==> src/rtl/moore_seq_detector_param.sv <==
// Parametrised Moore serial-pattern detector with run-time overlap select and valid qualifier.
// Optional saturating match counter built only when SEQDET_COUNT_EN is defined.
module moore_seq_detector_param #(
  parameter int              PAT_W   = 4,
  parameter logic [PAT_W-1:0] PATTERN = 4'b1001,
  parameter int              CNT_W   = 8
) (
  input  logic             clk,
  input  logic             rst,
  input  logic             data_valid,
  input  logic             data,
  input  logic             overlap_en,
  input  logic             clear,
  output logic             detected,
  output logic [CNT_W-1:0] match_count,
  output logic [4:0]       state
);

  if (PAT_W < 2 || PAT_W > 16) begin : g_bad_pat_w
    $error("moore_seq_detector_param: PAT_W must be in 2..16");
  end

  localparam logic [4:0] S_IDLE  = 5'd0;
  localparam logic [4:0] S_MATCH = 5'(PAT_W);

  // Next-state table indexed by {state, bit}; fixed 64 entries so the index is exactly 6 bits.
  typedef logic [63:0][4:0] tbl_t;

  // Longest pattern prefix that is a suffix of (prefix k + b), evaluated at elaboration.
  function automatic tbl_t build_tbl();
    tbl_t        t;
    logic [15:0] pv;
    int          best, p;
    logic        ok, sb;
    t  = '0;
    pv = 16'(PATTERN);
    for (int k = 0; k <= PAT_W; k++) begin
      for (int b = 0; b < 2; b++) begin
        best = 0;
        for (int j = 1; j <= PAT_W; j++) begin
          ok = (j <= k + 1);
          for (int m = 0; m < j; m++) begin
            p  = k + 1 - j + m;
            sb = (p == k) ? (b == 1) : pv[4'(PAT_W - 1 - p)];
            if (pv[4'(PAT_W - 1 - m)] != sb) ok = 1'b0;
          end
          if (ok) best = j;
        end
        t[6'(2 * k + b)] = 5'(best);
      end
    end
    return t;
  endfunction

  localparam tbl_t NXT_TBL = build_tbl();

  logic [4:0] state_q, state_d;
  logic       hit;

  always_ff @(posedge clk or negedge rst) begin
    if (!rst) state_q <= S_IDLE;
    else      state_q <= state_d;
  end

  always_comb begin
    state_d = state_q;
    hit     = 1'b0;
    if (data_valid) begin
      // Non-overlapping mode restarts from S0 once the match state is left.
      if (state_q == S_MATCH && !overlap_en) state_d = NXT_TBL[{S_IDLE, data}];
      else                                   state_d = NXT_TBL[{state_q, data}];
      hit = (state_d == S_MATCH);
    end
  end

  assign state    = state_q;
  assign detected = (state_q == S_MATCH);

`ifdef SEQDET_COUNT_EN
  logic [CNT_W-1:0] cnt_q;

  always_ff @(posedge clk or negedge rst) begin
    if (!rst)                    cnt_q <= '0;
    else if (clear)              cnt_q <= '0;
    else if (hit && cnt_q != '1) cnt_q <= cnt_q + 1'b1;
  end

  assign match_count = cnt_q;
`else
  logic unused_cnt;
  assign unused_cnt  = ^{clear, hit};
  assign match_count = '0;
`endif

endmodule
==> config.mk <==
export PLATFORM = sky130hd
export DESIGN_NAME = moore_seq_detector_param
export DESIGN_NICKNAME = d
export VERILOG_FILES = /design/src/rtl/moore_seq_detector_param.sv
export SDC_FILE = /design/constraint.sdc
export NUM_CORES = 1
export LEC_CHECK = 0
export BUFFER_PORTS_ARGS = -buffer_cell sky130_fd_sc_hd__buf_2
export CORE_AREA = 2 2 39 41
export DETAILED_ROUTE_END_ITERATION = 8
export DIE_AREA = 0 0 41 43
export PLACE_DENSITY = 0.51
export RECOVER_POWER = 100
export SYNTH_ARGS = -nofsm -noshare
export SYNTH_HDL_FRONTEND = slang
export SYNTH_SLANG_ARGS = --single-unit
==> constraint.sdc <==
create_clock -name clk -period 2.8 [get_ports clk]
set_input_delay 0.14 -clock clk [delete_from_list [all_inputs] [get_ports clk]]
set_output_delay 0.14 -clock clk [all_outputs]
set_load 0.1 [all_outputs]
# Word level (Yosys, flattened, before mapping)
# Memories as Yosys holds them, arrays and structs flattened.
# Index checks and enable logic that the tools add are counted.
dict set report totals {
  elab_cells 11
  inputBits 6
  regBits 5
  mem_count 1
  rom_bits 320
}
dict set report classes {
  magnitude_cmp 2
  eq_ne 1
  reduce_logical 2
  muxes 4
}
# name depth width read_ports rd_ports_with_merged_regs write_ports line_no
set mem_list {}
lappend mem_list {{(name not given)} 64 5 1 0 0 71} ;# else state_d = NXT_TBL[{state_q, data}];
# op count
set op_table {}
lappend op_table {{$mux W5} 3}
lappend op_table {{$lt A1 B7 Y1 const B} 1}
lappend op_table {{$lt A6 B7 Y1 const B} 1}
lappend op_table {{$eq A5 B3 Y1 const B} 1}
lappend op_table {{$logic_and A1 B1 Y1} 1}
lappend op_table {{$logic_not A1 Y1} 1}
lappend op_table {{$mux W1} 1}

# Depth between registers and ports, before layout
dict set report depth {
  ltp_word 3
  mapped_depth 3
  ltp_nobuf 3
}

# Least setup slack after synthesis
# Ideal clock, no wire load.
dict set report synth_timing {
  path_kind {register to output}
  start {register state_q[2] (netlist: state[2])}
  end {output port detected}
  stages_incl_launch_ff 3
  arrival_time_ps 3247
  setup_slack_ps -587
  required_time_ps 2660
  path_cell_list {dfrtp_1 -> inv_1 -> nor3_1}
}
dict set report synth_via {
  elab_chain_len 1
}
# element line_no
set synth_lines {}
lappend synth_lines {{start: declaration} 57} ;# logic [4:0] state_q, state_d;
lappend synth_lines {{start signal: assignment} 62} ;# else state_q <= state_d;
lappend synth_lines {{$eq A5 B3 Y1} 77} ;# assign detected = (state_q == S_MATCH);
lappend synth_lines {{end: declaration} 14} ;# output logic detected,
# Every way passes these cells.

# Worst setup path in the final report
dict set report layout_timing {
  start {register state_q[1] (netlist: state[1])}
  end {output port detected}
}
# Same word-level chain as after synthesis.

==> results.sh <==
export IMPL_tightest_slew_ps=1170
export IMPL_post_cts_setup_buffer_count=0
export IMPL_synth_top_area_frac=0.305
export IMPL_postSynthCellCount=29
export IMPL_root_buffer="clkbuf_4"
export IMPL_wire_per_inst_um=8.23
export IMPL_htreeDepth=1
export IMPL_syn_area_um2=246
export IMPL_coreArea_um2=1380
export IMPL_critPathMaxFanout=7
export IMPL_avgSynthCellArea_um2=8.50
export IMPL_finalHoldViolCount=0
export IMPL_largest_reg_flops=3
export IMPL_path_class="flop to output pin"
export IMPL_setup_viol=0
export IMPL_clk_pin_slew_worst_paths_ps=40
export IMPL_cts_tree="done"
export IMPL_tns_ps=0
export IMPL_max_slew_margin=0.225
export IMPL_rsz0062_at_grt="false"
export IMPL_timing_fmax_mhz=533
export IMPL_clock_skew_ps=1.09
export IMPL_synth_distinct_cells=17
export IMPL_drv_cap=0
export IMPL_yosysMostFrequentCell="buf_4"
export IMPL_insertion_delay_ps=230
export IMPL_via_per_inst=3.63
export IMPL_dieArea_um2=1760
export IMPL_io_buffer_count=8
export IMPL_holdWs_ps=205
export IMPL_layout_drive_gt1_share=0.171
export IMPL_clockBufferDepth=2
export IMPL_nFillCells=164
export IMPL_status="complete, no violations"
export IMPL_drt_initial_drc_count=2
export IMPL_synth_area_leader_cell="buf_4"
export IMPL_n_antenna_cell=0
export IMPL_startpoint_type="flop"
export IMPL_netlist_top_cells_area="buf_4, dfrtp_1, a32o_1"
export IMPL_hpwl_um=358
export IMPL_die_x_um=41
export IMPL_grt_max_degree=8
export IMPL_drc=0
export IMPL_ys_seq_area_frac=0.305
export IMPL_async_flop_share=1.00
export IMPL_grt_first_pass_wirelength_um=662
export IMPL_yosysWarnings=0
export IMPL_numCtsBuffers=3
export IMPL_drt_total_wl_um=469
export IMPL_crit_arrival_ps=1740
export IMPL_ys_ff_latch=3
export IMPL_clock_sinks=3
export IMPL_post_route_period_util=0.670
export IMPL_area_growth_pct=21.8
export IMPL_required_ps=2660
export IMPL_routabilityCongestion=0.574
export IMPL_via_count=207
export IMPL_fin_crit_ps=1880
export IMPL_hold_path_class="input port to flop"
export IMPL_synthTopCellsByCount="buf_4, dfrtp_1, inv_1"
export IMPL_fp_row_count=14
export IMPL_first_pass_iters=2
export IMPL_critPathCaptureType="output pin"
export IMPL_ys_flop_type="dfrtp_1"
export IMPL_ant_nets=0
export IMPL_utilization=0.217
export IMPL_die_h_um=43
export IMPL_antenna_found_initial=0
export IMPL_start_util=0.178
export IMPL_grt_overflow=0
export IMPL_synth_edff_count=0
export IMPL_final_net_count=48
export IMPL_grt_pass1_vias=166
export IMPL_track_usage=0.0624
export IMPL_io_pins=20
export IMPL_slew_violations=0
export IMPL_r2r_setup_slack_ps=1740
-- per-layer routing --
metal  vias up  part of all wire  global-route usage
li1        106                 -                   -
met1        88              0.49              0.0779
met2        13              0.38              0.0625
met3         0              0.13              0.0471
met4         0                 0              0.0600
met5         -                 0                   0
-- cells by family (layout without fill, tap and decap cells) --
family                 after synthesis  count (layout)  synth area share
AOI/OAI and AO/OA                    5               5             0.152
buffers and inverters               12              15             0.335
DFF                                  3               3             0.305
muxes                                1               1            0.0406
other                                1              10            0.0152
and+or+nand+nor                      7               7             0.152
-- worst paths after layout --
path / cells past startpoint / startpoint / endpoint
worst max-delay path: 2 / state[1] / detected
worst min-delay path: 2 / data_valid / state[2]
worst max register to register: 3 / state[0] / state[1]
worst min register to register: 2 / state[0] / state[2]
max in group asynchronous: 2 / rst / state[1]
min in group asynchronous: 2 / rst / state[2]
-- placed cells by master (no fill, tap or decap), types with 2 or more instances in the layout --
| master | Yosys | routed |
|---|---|---|
| conb_1 | 1 | 10 |
| clkbuf_1 | 0 | 6 |
| clkbuf_4 | 0 | 3 |
| buf_2 | 0 | 3 |
| dfrtp_1 | 3 | 3 |
| inv_1 | 2 | 2 |
-- critical path, cell delays in order (launching register included) --
cell and delay (ps):
dfrtp_1 440, nor3_2 190, clkbuf_1 870
-- what timing repair did --
action,4_1_cts,5_1_grt
endpoints found under the hold margin,3,0
resized for setup,0,0
hold buffers,1,0
-- per-stage QoR --
step           std cells  area, µm²  setup slack [ps]
6_report              57        300               923
3_3_place_gp          52        270              1590
2_1_floorplan         38        285               266
4_1_cts               57        307              1340
5_1_grt               57        300               803
3_5_place_dp          52        270              1590
-- area by class of cell --
type                       count  area (µm²)  share of cell area
timing repair buffer           9        43.8               0.146
multi-input combinational     23         128               0.425
inverter                       2        7.51              0.0250
sequential                     3        75.1               0.250
tap                           16        20.0              0.0667
clock buffer                   4        26.3              0.0875
Power is left out: the tool's default activity adds up to more than one toggle a clock period on the data nets, which glitch-free logic cannot reach.
